[src/rtl/store_buffer_pkg.sv]
// Shared configuration for the posted-write store buffer.
// Default depth and pointer width used by store_buffer and its matcher.
package store_buffer_pkg;

    localparam int STB_DEPTH = 4;
    localparam int STB_PTR_W = $clog2(STB_DEPTH);

endpackage

[src/rtl/store_buffer_fwd_match.sv]
// Load-to-store forwarding matcher: finds the youngest valid entry
// whose word address equals the load word address.
module store_buffer_fwd_match
    import store_buffer_pkg::*;
#(
    parameter int DEPTH = STB_DEPTH,
    parameter int AW    = 30,
    localparam int PW   = $clog2(DEPTH)
) (
    input  logic [DEPTH-1:0][AW-1:0] entry_addr,
    input  logic [DEPTH-1:0]         entry_valid,
    input  logic [PW-1:0]            head,
    input  logic [AW-1:0]            ld_addr,
    output logic                     hit,
    output logic [PW-1:0]            idx
);

    logic [PW-1:0] slot;

    // Walk oldest to youngest; the last match seen is the youngest.
    always_comb begin
        hit  = 1'b0;
        idx  = head;
        slot = head;
        for (int i = 0; i < DEPTH; i++) begin
            slot = head + i[PW-1:0];
            if (entry_valid[slot] && (entry_addr[slot] == ld_addr)) begin
                hit = 1'b1;
                idx = slot;
            end
        end
    end

endmodule

[src/rtl/store_buffer.sv]
// Posted-write store buffer between MEM and DataMemory: FIFO drain,
// load forwarding from buffered stores, and a fence handshake.
module store_buffer
    import store_buffer_pkg::*;
#(
    parameter int DEPTH  = STB_DEPTH,
    parameter int ADDR_W = 32,
    parameter int DATA_W = 32
) (
    input  logic              CLK,
    input  logic              RST_N,
    input  logic              StValid,
    output logic              StReady,
    input  logic [ADDR_W-1:0] StAddr,
    input  logic [DATA_W-1:0] StData,
    input  logic              LdValid,
    input  logic [ADDR_W-1:0] LdAddr,
    output logic [DATA_W-1:0] LdData,
    output logic              LdReady,
    input  logic              FenceReq,
    output logic              FenceDone,
    input  logic              DrainEn,
    output logic              ReadValid,
    output logic [ADDR_W-1:0] ReadAddr,
    input  logic [DATA_W-1:0] ReadData,
    input  logic              ReadReady,
    output logic              WriteValid,
    output logic [ADDR_W-1:0] WriteAddr,
    output logic [DATA_W-1:0] WriteData,
    output logic              Empty,
    output logic              Full
);

    localparam int PTR_W = $clog2(DEPTH);
    localparam int WA_W  = ADDR_W - 2;
    localparam logic [PTR_W:0]   CNT_FULL = (PTR_W+1)'(DEPTH);
    localparam logic [PTR_W:0]   CNT_ONE  = (PTR_W+1)'(1);
    localparam logic [PTR_W-1:0] PTR_ONE  = PTR_W'(1);

    logic [DEPTH-1:0][WA_W-1:0]   ent_addr;
    logic [DEPTH-1:0][DATA_W-1:0] ent_data;
    logic [DEPTH-1:0]             ent_valid;
    logic [PTR_W-1:0]             head;
    logic [PTR_W-1:0]             tail;
    logic [PTR_W:0]               count;

    logic             push;
    logic             pop;
    logic             hit;
    logic             fwd;
    logic [PTR_W-1:0] hit_idx;
    logic             unused_lsbs;

    assign unused_lsbs = ^{StAddr[1:0], LdAddr[1:0]};

    assign Empty      = (count == '0);
    assign Full       = (count == CNT_FULL);
    assign StReady    = !Full && !FenceReq;
    assign FenceDone  = FenceReq && Empty;
    assign push       = StValid && StReady;
    assign WriteValid = !Empty && DrainEn;
    assign pop        = WriteValid;
    assign WriteAddr  = {ent_addr[head], 2'b00};
    assign WriteData  = ent_data[head];

    assign ReadValid  = LdValid;
    assign ReadAddr   = LdAddr;

    store_buffer_fwd_match #(
        .DEPTH (DEPTH),
        .AW    (WA_W)
    ) u_match (
        .entry_addr  (ent_addr),
        .entry_valid (ent_valid),
        .head        (head),
        .ld_addr     (LdAddr[ADDR_W-1:2]),
        .hit         (hit),
        .idx         (hit_idx)
    );

    assign fwd     = LdValid && hit;
    assign LdReady = fwd || ReadReady;

    always_comb begin
        LdData = '0;
        if (LdValid)
            LdData = fwd ? ent_data[hit_idx] : ReadData;
    end

    // Payload needs no reset: only ent_valid gates its use.
    always_ff @(posedge CLK) begin
        if (push) begin
            ent_addr[tail] <= StAddr[ADDR_W-1:2];
            ent_data[tail] <= StData;
        end
    end

    // Push only ever targets a slot that is not being popped: a full
    // buffer refuses pushes, an empty one cannot pop.
    always_ff @(posedge CLK or negedge RST_N) begin
        if (!RST_N) begin
            head      <= '0;
            tail      <= '0;
            count     <= '0;
            ent_valid <= '0;
        end else begin
            if (pop) begin
                ent_valid[head] <= 1'b0;
                head            <= head + PTR_ONE;
            end
            if (push) begin
                ent_valid[tail] <= 1'b1;
                tail            <= tail + PTR_ONE;
            end
            if (push && !pop)
                count <= count + CNT_ONE;
            else if (pop && !push)
                count <= count - CNT_ONE;
        end
    end

endmodule
[config.mk]
export PLATFORM = sky130hd
export DESIGN_NAME = store_buffer
export DESIGN_NICKNAME = d
export VERILOG_FILES = /design/src/rtl/store_buffer_pkg.sv /design/src/rtl/store_buffer_fwd_match.sv /design/src/rtl/store_buffer.sv
export SDC_FILE = /design/constraint.sdc
export NUM_CORES = 1
export LEC_CHECK = 0
export ABC_AREA = 1
export CORE_AREA = 2 2 193 195
export CTS_CLUSTER_SIZE = 8
export DETAILED_ROUTE_END_ITERATION = 8
export DIE_AREA = 0 0 195 197
export PLACE_DENSITY = 0.7
export SLEW_MARGIN = 20
export SYNTH_ARGS = -nofsm -noshare
export SYNTH_HDL_FRONTEND = slang
export SYNTH_SLANG_ARGS = --single-unit
[constraint.sdc]
create_clock -name CLK -period 5.2 [get_ports CLK]
set_clock_uncertainty 0.05 [all_clocks]
set_input_delay 0.52 -clock CLK [delete_from_list [all_inputs] [get_ports CLK]]
set_output_delay 0.52 -clock CLK [all_outputs]
set_load 0.02 [all_outputs]
**Word level (Yosys, flattened, before mapping)**

Cells that the tools add are included.

- ROM bits: 0
- Output and inout port bits: 135
- Latch bits: 0
- Word-level logic and storage cells: 98
- Register bits after elaboration: 259
- Memory bits (writable): 0
- Memories: 0
- Input port bits: 135

- Bitwise logic cells: 3
- Add/sub/neg operators: 6
- Reduce and logical (&&, ||, !) cells: 21
- Multiply operators: 0
- Order comparisons: 8
- Muxes and demuxes: 43
- Shift operators: 0
- Equality and inequality tests: 5
- Div/mod/pow operators: 0

Operators with widths:

| operator | number |
|---|---|
| $bmux W30 S2 | 4 |
| $mux W32 | 5 |
| $mux W30 | 5 |
| $bmux W32 S2 | 2 |
| $bwmux W128 | 1 |
| $bwmux W120 | 1 |
| $eq A30 B30 Y1 | 4 |
| $demux W32 S2 | 1 |
| $demux W30 S2 | 1 |
| $lt A2 B3 Y1 const B | 6 |
| $logic_and A1 B1 Y1 | 13 |
| $mux W1 | 10 |
| $bmux W1 S2 | 4 |
| $mux W4 | 2 |
| $mux W2 | 3 |
| $mux W3 | 2 |
| $logic_not A1 Y1 | 5 |
| $add A2 B1 Y2 const B | 2 |
| $add A2 B2 Y2 const B | 2 |
| $and A4 B4 Y4 | 1 |
| $demux W1 S2 | 2 |
| $ge A2 B1 Y1 const B | 2 |
| $not A4 Y4 | 1 |
| $or A4 B4 Y4 | 1 |
| 6 further kinds | 6 |

**Depth between registers and ports, before layout**

Gate-level depths: netlist of run 1.

- Depth after elaboration: 12
- Gate-level depth with buffers: 29

**Modules after synthesis**

Synthesis of run 1 repeated with hierarchy kept, for this count alone.

- Cells, all modules: 2427
- Area, all modules: 17334.1 um2

Modules (own cells, without submodules):

| module | instances | seq. area each (um2) | cells an instance | area an instance (um2) |
|---|---|---|---|---|
| store_buffer | 1 | 7722.4 | 1175 | 11974.0 |
| store_buffer_fwd_match | 1 | 0.0 | 1252 | 5360.1 |

**Worst setup path before layout of run 1**

No wires, ideal clock.

- Path kind: register -> output
- Start: register head[1]
- End: output port LdData[0]
- Arrival: 3772 ps
- Path buffers: 9
- Slack: 858 ps
- Stages on the path, launching flop included: 27
- Required time: 4630 ps
- Cell sequence: dfrtp_1 -> buf_2 -> inv_1 -> buf_2 -> buf_2 -> clkbuf_1 -> clkbuf_1 -> ha_1 -> buf_2 -> inv_2 -> clkbuf_1 -> nand3_1 -> nand3_1 -> nand4_1 -> nor2_1 -> nand2_1 -> nor2_1 -> nand2_1 -> nand2_1 -> nand2_2 -> buf_6 -> buf_6 -> nand3b_1 -> nand2_1 -> nand2_1 -> nand3_1 -> nand2_1

- Longest elaborated chain between the ends: 12
- Elaborated cells between the ends (all ways): 39
- Classes of those cells: add/sub: 3; eq/ne: 4; mux: 27; reduce/logical: 5

RTL lines:

| element | line | text |
|---|---|---|
| start, declared | store_buffer.sv:43 | `logic [PTR_W-1:0] head;` |
| start signal, assigned | store_buffer.sv:109 | `head <= head + PTR_ONE;` |
| $add A2 B1 Y2 | store_buffer_fwd_match.sv:26 | `slot = head + i[PW-1:0];` |
| $bmux W30 S2 | store_buffer_fwd_match.sv:27 | `if (entry_valid[slot] && (entry_addr[slot] == ld_addr)) begin` |
| $mux W30 (not written as such) | store_buffer_fwd_match.sv:27 |  |
| $eq A30 B30 Y1 | store_buffer_fwd_match.sv:27 |  |
| $logic_and A1 B1 Y1 | store_buffer_fwd_match.sv:27 |  |
| $mux W2 (3 in series) | store_buffer_fwd_match.sv:27 |  |
| $bmux W32 S2 | store_buffer.sv:87 | `LdData = fwd ? ent_data[hit_idx] : ReadData;` |
| $mux W32 (not written as such) | store_buffer.sv:87 |  |
| $mux W32 * | store_buffer.sv:87 |  |
| $mux W32 * | store_buffer.sv:86 | `if (LdValid)` |
| end, declared | store_buffer.sv:18 | `output logic [DATA_W-1:0] LdData,` |

Mark *: on every way between the ends. The rest lies on a longest branch, timed or not. The select of a mux whose other input is x is not followed.

**Worst setup path after layout of run 1**

- Start: register head[0]
- End: output port LdData[9]

The elaborated chain is that of the path after synthesis.

==> results of run 1 <==
[cell usage after synthesis, drive strengths merged]
master   instances
o2111ai          1
o21ai          136
a31oi            2
buf            119
o21a             2
nand3          377
nor2            94
xnor2            1
or2              3
fa               1
o211ai           2
conb             1
xor2            18
and2             2
ha               9
nand4           14
dfrtp           11
nor3            12
a21oi           41
clkbuf          24
nor3b            1
mux2             1
o22ai            3
inv            183
nand2          855
nand3b          33
a21boi           1
edfxtp         248
[timing repair]
action                                  CTS  global route
hold endpoints to repair                  0             0
setup buffers                             0             2
cloned                                    0             5
endpoints found under the setup margin   32            33
resized for setup                         5            43
[power groups by stage]
stage	logic, uW	clock network [uW]	registers, uW
finish	7580	2230	2670
global placement	7120	0	2700
CTS	7310	2260	2670
detailed placement	7240	0	2700
global route	8290	2350	2700
floorplan	4820	0	2690
[layout by cell type (no fill, tap or decap), types with 18 or more instances in the layout]
| cell type | count |
|---|---|
| sky130_fd_sc_hd__clkdlybuf4s50_1 | 230 |
| sky130_fd_sc_hd__inv_1 | 179 |
| sky130_fd_sc_hd__nand2_1 | 853 |
| sky130_fd_sc_hd__a21oi_1 | 41 |
| sky130_fd_sc_hd__xor2_1 | 18 |
| sky130_fd_sc_hd__nor2_1 | 88 |
| sky130_fd_sc_hd__o21ai_0 | 127 |
| sky130_fd_sc_hd__nand3_1 | 376 |
| sky130_fd_sc_hd__edfxtp_1 | 248 |
| sky130_fd_sc_hd__clkbuf_16 | 42 |
| sky130_fd_sc_hd__buf_4 | 24 |
| sky130_fd_sc_hd__dlymetal6s2s_1 | 31 |
| sky130_fd_sc_hd__nand3b_1 | 33 |
[metrics by stage]
stage	power (uW)	worst slack, ns	instances	utilization
floorplan	7510	0.858	2196	-
global placement	9820	0.468	2818	0.531
detailed placement	9940	0.418	2818	0.531
CTS	12200	0.00284	2867	0.560
global route	13300	-0.130	2875	0.567
finish	12500	0.0368	2876	0.567
[kinds of logic (layout without fill, tap and decap cells)]
kind of cell,Yosys count,in the layout,share of synthesized area
AO/OA/AOI/OAI,188,188,0.0585
multiplexers,1,1,0.000684
AND/OR/NAND/NOR,1391,1392,0.359
other,1,4,0.000228
adder cells (fa/ha/maj),10,10,0.00806
flip-flops,259,259,0.469
buffers and inverters,326,535,0.0942
XOR/XNOR,19,19,0.0101
[critical path, stage by stage (launching register included)]
cell and delay, ns:
sky130_fd_sc_hd__dfrtp_4 0.53, sky130_fd_sc_hd__inv_6 0.12, sky130_fd_sc_hd__ha_2 0.33, sky130_fd_sc_hd__inv_6 0.17, sky130_fd_sc_hd__buf_12 0.21, sky130_fd_sc_hd__buf_4 0.19, sky130_fd_sc_hd__nand3_1 0.11, sky130_fd_sc_hd__nand3_1 0.10
sky130_fd_sc_hd__nand2_1 0.06, sky130_fd_sc_hd__nor2_1 0.18, sky130_fd_sc_hd__nand2_1 0.08, sky130_fd_sc_hd__nor2_1 0.08, sky130_fd_sc_hd__nand2_1 0.08, sky130_fd_sc_hd__nor2_2 0.17, sky130_fd_sc_hd__nand2_1 0.14, sky130_fd_sc_hd__nand2_1 0.12
sky130_fd_sc_hd__nand2_4 0.13, sky130_fd_sc_hd__buf_12 0.23, sky130_fd_sc_hd__nand3b_1 0.09, sky130_fd_sc_hd__nand2_1 0.05, sky130_fd_sc_hd__nand2_1 0.05, sky130_fd_sc_hd__nand3_1 0.12, sky130_fd_sc_hd__nand2_1 0.08, sky130_fd_sc_hd__clkdlybuf4s50_1 0.60
[registers in the layout (all words and copies together) (netlist names)]
signal     cells
ent_addr     120
tail           2
count          3
ent_valid      4
ent_data     128
head           2
[path summary, 6_finish.rpt]
kind,startpoint,slack (ns),end
max,head[0],0.04,LdData[9]
min,RST_N,0.29,count[2]
max reg2reg,count[2],2.53,ent_data[58]
min reg2reg,ent_valid[3],0.47,ent_valid[3]
max in group asynchronous,RST_N,4.42,head[0]
min in group CLK,ent_valid[3],0.47,ent_valid[3]
[routing by layer]
layer / vias up / routed length, um / track usage
li1: 7623 / - / -
met1: 7363 / 20700 / 0.334
met2: 881 / 25200 / 0.447
met3: 150 / 5900 / 0.0633
met4: 8 / 2160 / 0.126
met5: - / 57 / 0
[area by class of cell]
| cell class | count | area share |
|---|---|---|
| Clock inverter | 4 | 0.00322 |
| Multi-Input combinational cell | 1612 | 0.353 |
| Timing Repair Buffer | 303 | 0.157 |
| Clock buffer | 45 | 0.0480 |
| Sequential cell | 259 | 0.376 |
| Antenna cell | 2 | 0.000243 |
| Inverter | 183 | 0.0342 |
| Tap cell | 468 | 0.0285 |
==> flow_summary_export.csv, run 1 <==
group,metric,value,unit
placed_design,detailed_place_hpwl,35000,um
global_route,overflow,0,
synthesis,synth_cell_types,38,
finish,area_used_by_multi_input_combinational_logic,0.00726,mm^2
critical_path,critical_path_required,4.63,ns
power_and_ir_drop,p_sw,6050,uW
placed_design,place.port_buffers,261,
clock_tree,ctsRootBufferMaster,"sky130_fd_sc_hd__clkbuf_16",
timing,worstMarginPinSlew,0.981,ns
routing,route.detailed.vias_per_inst,5.57,
global_route,maximum_number_of_pins_on_one_net_before_global_route_repair,163,
timing,setup_violations,0,
timing,rsz0062_at_grt,"yes",
routing,wl_per_cell,18.8,um
power_and_ir_drop,power.density,607,mW/mm^2
power_and_ir_drop,seq_power_share,0.214,
routing,drt.antenna.violating_nets,0,
routing,detailedRoute.firstPassIterationCount,7,
finish,post_route_cells_drive_above_1_share,0.0436,
routing,drt_iter0_markers,1702,
synthesis,synth_largest_area_cell,"sky130_fd_sc_hd__edfxtp_1",
synthesis,synth_seq_cells,259,
clock_tree,htree_levels,2,
timing,hold_viol,0,
placed_design,gp_congestion,0.947,
critical_path,worst_setup_path_start_kind,"register",
critical_path,timing.critical_path.fanout_max,32,
routing,detail_route.drc_violations,0,
finish,sequential_cell_area,0.00773,mm^2
power_and_ir_drop,max-vdd-ir-drop,0.000483,V
worst_hold_path,worst_hold_path_type,"input pin to async pin",
clock_tree,tritoncts_num_sinks,259,
clock_tree,clkTransAtPathRegs,0.05,ns
global_route,vias_in_the_first_global_route,15300,
critical_path,reg2regPathDepth,6,
synthesis,summed_instance_area_of_the_synthesized_netlist,0.0165,mm^2
global_route,global_route_wire_length_before_repair,81000,um
timing,finalMaxSlewViolations,0,
floorplanning,chipHeight,197,um
critical_path,path_class,"register to output pin",
finish,finish.net_count,2542,
floorplanning,ios,270,
synthesis,synth_area_per_cell,7.50,um^2
synthesis,netlist_top_cells_area,"sky130_fd_sc_hd__edfxtp_1, sky130_fd_sc_hd__nand2_1, sky130_fd_sc_hd__nand3_1",
clock_tree,clock_insertion_delay_worst_skew,0.53,ns
floorplanning,chipWidth,195,um
synthesis,yosysTopAreaCellShare,0.452,
power_and_ir_drop,power_frac_comb,0.608,
clock_tree,hold_buffers,0,
power_and_ir_drop,switching_fraction_of_total_power,0.485,
floorplanning,initial_utilization,0.454,
global_route,global_route.usage.total,0.269,
power_and_ir_drop,power_frac_clock,0.178,
timing,worst_slew_margin_relative_to_its_limit,0.346,
finish,finish.instance_area,0.0206,mm^2
floorplanning,core_region_area,0.0363,mm^2
finish,filler_cell_count,3278,
power_and_ir_drop,internal_power,6430,uW
clock_tree,cts.path.max_buffers,3,
floorplanning,row_count,70,
synthesis,synth-warning-count,0,
status,result_of_the_run,"completed",
synthesis,synth_cells,2195,
clock_tree,tritoncts,"done",
clock_tree,cts_buffer_count,38,
placed_design,placedInstanceArea,0.0192,mm^2
finish,syn2layout_area_growth,25.0,%
job,max_cap_viols,0,
timing,min_period_over_period,0.993,
timing,post-route-min-period,5.16,ns
critical_path,critical_path_arrival,4.59,ns
critical_path,cp-end-kind,"output pin",
synthesis,synth-seq-area-share,0.469,
power_and_ir_drop,power.leakage,0.00949,uW
timing,setup_tns,0,ns
floorplanning,design.die.area,0.0384,mm^2
global_route,antenna_found_initial,6,
routing,drt-total-wl,54100,um
timing,worst_hold_slack,0.286,ns
timing,max_freq,194,MHz
routing,route.vias.total,16000,
No activity file was read; power rests on OpenSTA's default activity.
==> run 2, diff against run 1 <==
ABC_AREA = 0   (was 1)
CORE_AREA = 2 2 186 188   (was 2 2 193 195)
CTS_CLUSTER_SIZE = 28   (was 8)
DIE_AREA = 0 0 188 190   (was 0 0 195 197)
PLACE_DENSITY = 0.71   (was 0.7)
==> flow_summary_export.csv, run 2 <==
group,metric,value,unit
status,result_of_the_run,"finished with violations",
status,violations,"negative setup slack",
synthesis,synth_commonest_cells,"sky130_fd_sc_hd__edfxtp_1, sky130_fd_sc_hd__mux4_2, sky130_fd_sc_hd__mux2i_1, sky130_fd_sc_hd__xnor2_1, sky130_fd_sc_hd__nand2_1",
finish,post_route_cells_drive_above_1_share,0.287,
routing,met2_wl,20800,um
finish,top_register_by_number_of_flip_flops,"ent_data",
routing,drt-total-wl,41300,um
synthesis,synth_top_flop_cell,"sky130_fd_sc_hd__edfxtp_1",
placed_design,gp_congestion,0.893,
routing,detail_route.drc_violations,0,
synthesis,synth-async-reset-ratio,0.0425,
synthesis,yosys.area_share.adder,0.00862,
synthesis,synth-seq-area-share,0.502,
finish,number_of_flip_flops_under_the_largest_register_name,128,
synthesis,synth-warning-count,0,
floorplanning,chipWidth,188,um
synthesis,main_combinational_cell_family_by_area_after_synthesis,"multiplexers",
synthesis,netlist_top_cells_area,"sky130_fd_sc_hd__edfxtp_1, sky130_fd_sc_hd__mux4_2, sky130_fd_sc_hd__mux2i_1",
clock_tree,ctsRootBufferMaster,"sky130_fd_sc_hd__clkbuf_16",
critical_path,worst_setup_path_start_kind,"register",
power_and_ir_drop,power.density,627,mW/mm^2
global_route,antenna_found_initial,3,
clock_tree,cts_buffer_count,30,
critical_path,timing.critical_path.fanout_max,106,
finish,syn2layout_area_growth,31.0,%
worst_hold_path,worst_hold_path_type,"input pin to async pin",
finish,finish.instance_area,0.0202,mm^2
timing,hold_viol,0,
global_route,global_route_wire_length_before_repair,62200,um
power_and_ir_drop,max-vdd-ir-drop,0.000521,V
placed_design,placedInstanceArea,0.0185,mm^2
timing,worstMarginPinSlew,0.845,ns
critical_path,r2r_slack,2.65,ns
timing,rsz0062_at_grt,"yes",
floorplanning,initial_utilization,0.453,
placed_design,placement.setup.worst_slack,-0.237,ns
synthesis,synth_area_per_cell,15.4,um^2
timing,post-route-min-period,5.28,ns
routing,route.vias.total,10200,
synthesis,synth_seq_cells,259,
timing,finalMaxSlewViolations,0,
global_route,overflow,0,
placed_design,detailed_place_hpwl,27900,um
finish,filler_cell_count,2566,
clock_tree,htree_levels,1,
floorplanning,row_count,68,
clock_tree,clock_insertion_delay_worst_skew,0.56,ns
timing,worst_slew_margin_relative_to_its_limit,0.436,
synthesis,number_of_synthesized_flops_with_an_enable_pin,248,
finish,final_core_utilization,0.594,
job,max_cap_viols,0,
floorplanning,ios,270,
global_route,vias_in_the_first_global_route,10400,
synthesis,synth_simple_gate_area_share,0.0382,
power_and_ir_drop,power.leakage,0.00712,uW
clock_tree,tritoncts_num_sinks,259,
routing,detailedRoute.firstPassIterationCount,5,
finish,most-common-layout-cells,"sky130_fd_sc_hd__edfxtp_1, sky130_fd_sc_hd__clkdlybuf4s50_1, sky130_fd_sc_hd__mux4_2",
routing,route.met3.wl,3550,um
floorplanning,chipHeight,190,um
synthesis,yosysTopAreaCellShare,0.484,
synthesis,summed_instance_area_of_the_synthesized_netlist,0.0154,mm^2
global_route,global_route.usage.total,0.230,
synthesis,synth_compound_gate_area_share,0.0427,
synthesis,synth_cells,999,
synthesis,synth_cell_types,60,
synthesis,synth_largest_area_cell,"sky130_fd_sc_hd__edfxtp_1",
clock_tree,tritoncts,"done",
routing,drt.antenna.violating_nets,0,
synthesis,most_frequent_cell_after_synthesis,"sky130_fd_sc_hd__edfxtp_1",
critical_path,cp-end-kind,"output pin",
timing,max_freq,189,MHz
finish,most_common_library_cell_in_the_layout_ignoring_fill_and_taps,"sky130_fd_sc_hd__edfxtp_1",
routing,wl_per_cell,23.6,um
routing,route.detailed.vias_per_inst,5.83,
floorplanning,core_region_area,0.0339,mm^2
global_route,maximum_number_of_pins_on_one_net_before_global_route_repair,107,
timing,setup_violations,32,
clock_tree,clkTransAtPathRegs,0.06,ns
clock_tree,hold_buffers,0,
placed_design,place.port_buffers,261,
routing,met1_length,15900,um
finish,biggestRegsByFlops,"ent_data x128, ent_addr x120, ent_valid x4",
routing,drt_iter0_markers,800,
finish,finish.net_count,1412,
critical_path,critical_path_required,4.63,ns
timing,timing.final.ws_setup,-0.0803,ns
clock_tree,cts.path.max_buffers,3,
critical_path,critical_path_arrival,4.71,ns
synthesis,post_synth_xor_xnor_area,0.0672,
timing,min_period_over_period,1.02,
routing,dr.max_layer_used,"met5",
critical_path,path_class,"register to output pin",
floorplanning,design.die.area,0.0357,mm^2
synthesis,synth_mux_area_frac,0.288,
[run 2: routing by layer]
layer / global-route usage / vias up
li1: - / 4498
met1: 0.290 / 5156
met2: 0.403 / 467
met3: 0.0461 / 66
met5: 0 / -
met4: 0.0675 / 4
[run 2: stage by stage]
step / instances / TNS, ns / hold slack (ns) / power, uW
finish: 1747 / -0.928 / 0.243 / 12600
global route: 1745 / -7.84 / 0.299 / 13200
CTS: 1742 / -0.552 / 0.257 / 12600
detailed placement: 1668 / -5.68 / 0.431 / 9540
global placement: 1668 / -4.65 / 0.421 / 9480
floorplan: 1000 / 0 / 0.174 / 7600
[run 2: final timing paths]
path | start | depth (start not counted) | end
max | head[1] | 17 | LdData[5]
min | RST_N | 1 | count[1]
max reg2reg | count[2] | 4 | ent_data[67]
min reg2reg | count[2] | 1 | count[2]
max in group asynchronous | RST_N | 1 | head[0]
min in group CLK | count[2] | 1 | count[2]
[run 2: critical path, cell delays in order (launching register included)]
cell	delay (ns)
sky130_fd_sc_hd__dfrtp_4	0.42
sky130_fd_sc_hd__buf_4	0.12
sky130_fd_sc_hd__buf_12	0.46
sky130_fd_sc_hd__mux2i_1	0.30
sky130_fd_sc_hd__xor2_1	0.21
sky130_fd_sc_hd__buf_4	0.17
sky130_fd_sc_hd__a32o_1	0.16
sky130_fd_sc_hd__nand4_1	0.16
sky130_fd_sc_hd__nor4_2	0.47
sky130_fd_sc_hd__a21boi_0	0.16
sky130_fd_sc_hd__a21boi_1	0.29
sky130_fd_sc_hd__o2bb2ai_4	0.09
sky130_fd_sc_hd__buf_12	0.16
sky130_fd_sc_hd__buf_12	0.16
sky130_fd_sc_hd__mux2i_2	0.15
sky130_fd_sc_hd__mux2_4	0.29
sky130_fd_sc_hd__o21ai_2	0.13
sky130_fd_sc_hd__buf_6	0.13
[run 2: layout make-up]
cell class	count	area, um^2	share of cell area
well taps	455	569	0.0282
clock inverters	19	267	0.0132
diodes	2	5.00	0.000248
flip-flops and latches	259	7730	0.383
repair buffers	343	3670	0.182
inverters	12	47.5	0.00236
clock buffers	36	773	0.0384
multi-input cells	621	7100	0.352
[run 2: cells by family (layout without fill, tap and decap cells)]
kind of cell / after synthesis / in the layout
xor+xnor: 118 / 118
simple gates: 116 / 116
compound gates: 101 / 101
flops: 259 / 259
buf+inv: 120 / 410
other cells: 1 / 4
fa+ha+maj: 10 / 10
mux: 274 / 274
[run 2: timing repair]
action	CTS	global route
resized for setup	209	38
endpoints found under the setup margin	33	33
hold endpoints to repair	0	0
cloned	7	1
pin swaps	15	3
setup buffers	12	2
[run 2: report_power, final]
part	switching, uW	leakage (uW)	internal [uW]
Combinational	3630	0.00424	4070
Clock	852	0.000495	1360
Sequential	160	0.00238	2560
Total	4640	0.00712	7990
==> run 3, diff against run 2 <==
==> constraint.sdc (replaced) <==
create_clock -name CLK -period 5.2 [get_ports CLK]
set_clock_uncertainty 0.05 [all_clocks]
set_input_delay 1.04 -clock CLK [delete_from_list [all_inputs] [get_ports CLK]]
set_output_delay 1.04 -clock CLK [all_outputs]
set_load 0.02 [all_outputs]
==> flow_summary_export.csv, run 3 (synthesis gave the netlist of run 2 again) <==
group,metric,value,unit
routing,detailedRoute.firstPassIterationCount,5,
critical_path,critical_path_required,4.11,ns
critical_path,critical_path.cell_chain,"inv_4 > ha_4 > buf_6 > mux4_2 > xnor2_2 > buf_4 > nand4_1 > buf_4 > a2111oi_4 > nand4_1 > buf_4 > buf_6 > a2bb2oi_2 > o21ai_2 > o2bb2ai_4 > buf_6 > buf_16 > buf_6 > mux2i_1 > mux2_4 > o21ai_4 > buf_6",
timing,hold_viol,0,
routing,drt_iter0_markers,789,
job,max_cap_viols,0,
global_route,overflow,0,
finish,most_common_library_cell_in_the_layout_ignoring_fill_and_taps,"sky130_fd_sc_hd__edfxtp_1",
finish,syn2layout_area_growth,37.8,%
clock_tree,clkTransAtPathRegs,0.06,ns
power_and_ir_drop,power_frac_clock,0.154,
placed_design,place.port_buffers,261,
critical_path,cp-end-kind,"output pin",
clock_tree,htree_levels,1,
routing,detail_route.drc_violations,0,
power_and_ir_drop,max-vdd-ir-drop,0.000326,V
timing,finalMaxSlewViolations,0,
finish,finish.net_count,1518,
finish,most-common-layout-cells,"sky130_fd_sc_hd__edfxtp_1, sky130_fd_sc_hd__clkdlybuf4s50_1, sky130_fd_sc_hd__buf_4",
timing,worst_hold_slack,0.455,ns
critical_path,timing.critical_path.buf_inv,10,
timing,worst_slew_margin_relative_to_its_limit,0.351,
routing,wl_per_cell,23.2,um
clock_tree,tritoncts_num_sinks,259,
timing,worstMarginPinSlew,0.974,ns
routing,drt-total-wl,42900,um
critical_path,critical-path-max-stage-delay,0.52,ns
status,result_of_the_run,"finished with violations",
status,violations,"negative setup slack",
worst_hold_path,worst_hold_path_type,"register to register",
global_route,global_route.usage.total,0.239,
global_route,global_route_wire_length_before_repair,64500,um
clock_tree,ctsRootBufferMaster,"sky130_fd_sc_hd__clkbuf_16",
critical_path,timing.critical_path.fanout_max,7,
global_route,antenna_found_initial,4,
timing,timing.final.ws_setup,-0.913,ns
routing,drt.antenna.violating_nets,0,
floorplanning,core_region_area,0.0339,mm^2
finish,number_of_flip_flops_under_the_largest_register_name,128,
power_and_ir_drop,power.leakage,0.00768,uW
placed_design,placedInstanceArea,0.0195,mm^2
routing,route.detailed.vias_per_inst,5.70,
timing,post-route-min-period,6.11,ns
global_route,vias_in_the_first_global_route,10900,
placed_design,gp_congestion,0.890,
power_and_ir_drop,seq_power_share,0.210,
global_route,maximum_number_of_pins_on_one_net_before_global_route_repair,52,
clock_tree,tritoncts,"done",
clock_tree,cts.path.max_buffers,3,
power_and_ir_drop,internal_power,8110,uW
critical_path,worst_setup_path_start_kind,"register",
placed_design,detailed_place_hpwl,29800,um
critical_path,timing.critical_path.max_delay_family,"buffers and inverters",
critical_path,critical_path.slowest_cell,"sky130_fd_sc_hd__mux4_2",
finish,post_route_cells_drive_above_1_share,0.350,
finish,final_core_utilization,0.624,
floorplanning,ios,270,
power_and_ir_drop,power_frac_comb,0.635,
timing,max_freq,164,MHz
routing,route.vias.total,10500,
clock_tree,cts_buffer_count,28,
timing,min_period_over_period,1.18,
finish,finish.instance_area,0.0212,mm^2
finish,biggestRegsByFlops,"ent_data x128, ent_addr x120, ent_valid x4",
finish,top_register_by_number_of_flip_flops,"ent_data",
clock_tree,clock_insertion_delay_worst_skew,0.53,ns
floorplanning,row_count,68,
power_and_ir_drop,power.density,607,mW/mm^2
floorplanning,chipHeight,190,um
power_and_ir_drop,switching_fraction_of_total_power,0.370,
floorplanning,chipWidth,188,um
timing,rsz0062_at_grt,"yes",
critical_path,path_class,"register to output pin",
floorplanning,design.die.area,0.0357,mm^2
critical_path,critical_path.most_common_cell,"sky130_fd_sc_hd__buf_6",
floorplanning,initial_utilization,0.453,
timing,setup_violations,32,
power_and_ir_drop,p_sw,4770,uW
critical_path,critical_path_arrival,5.02,ns
-- run 3: changes by cell type in the layout (fill, tap and decap cells not counted), sizes merged --
cell / delta
bufbuf: -2
buf: +110
clkinv: +2
clkdlybuf4s50: -1
diode: -1
clkbuf: -2
clkinvlp: -2
bufinv: -2
-- run 3: path summary, 6_finish.rpt --
kind,slack [ns],endpoint,depth (start not counted),from
worst max register to register,2.74,ent_addr[99],4,count[2]
worst min-delay path,0.45,count[2],1,count[2]
min in group asynchronous,0.79,ent_valid[0],1,RST_N
max in group asynchronous,3.92,head[1],1,RST_N
worst min register to register,0.45,count[2],1,count[2]
worst max-delay path,-0.91,LdData[31],22,head[0]
-- run 3: per-layer routing --
layer / vias to the layer above / global-route usage / share of wire
met5: - / 0 / 0.00063
met4: 4 / 0.0684 / 0.025
met3: 71 / 0.0666 / 0.091
met2: 433 / 0.413 / 0.51
met1: 5335 / 0.295 / 0.38
li1: 4702 / - / -
-- run 3: what timing repair did --
item | in CTS | in global routing
endpoints found under the setup margin | 33 | 33
gates cloned | 8 | 2
buffers inserted | 29 | 4
gates resized for setup | 226 | 30
pin swaps | 12 | 12
hold endpoints to repair | 0 | 0
hold buffers | 0 | 0
-- run 3: power groups by stage --
stage / Clock [uW] / Sequential [uW] / Combinational, uW
2_1_floorplan: 0 / 2710 / 5100
3_3_place_gp: 0 / 2730 / 7090
3_5_place_dp: 0 / 2750 / 7130
4_1_cts: 2020 / 2710 / 8270
5_1_grt: 2100 / 2740 / 8630
6_report: 1990 / 2710 / 8180
-- run 3: cell type report --
class                           instances  area [um^2]
Antenna cell                            1         2.50
Inverter                               12         47.5
Sequential cell                       259         7730
Clock buffer                           33          741
Tap cell                              455          569
Multi-Input combinational cell        621         7460
Timing Repair Buffer                  451         4460
Fill cell                            2522        12800
Clock inverter                         17          179
-- run 3: stage by stage --
stage               cells  total power (uW)  setup slack [ns]  setup TNS, ns
finish               1849             12900            -0.913         -26.90
global route         1849             13500             -1.11         -33.17
CTS                  1849             13000            -0.820         -24.43
detailed placement   1762              9880            -0.744         -22.42
floorplan            1000              7820            -0.147          -4.22
global placement     1762              9820            -0.742         -22.32
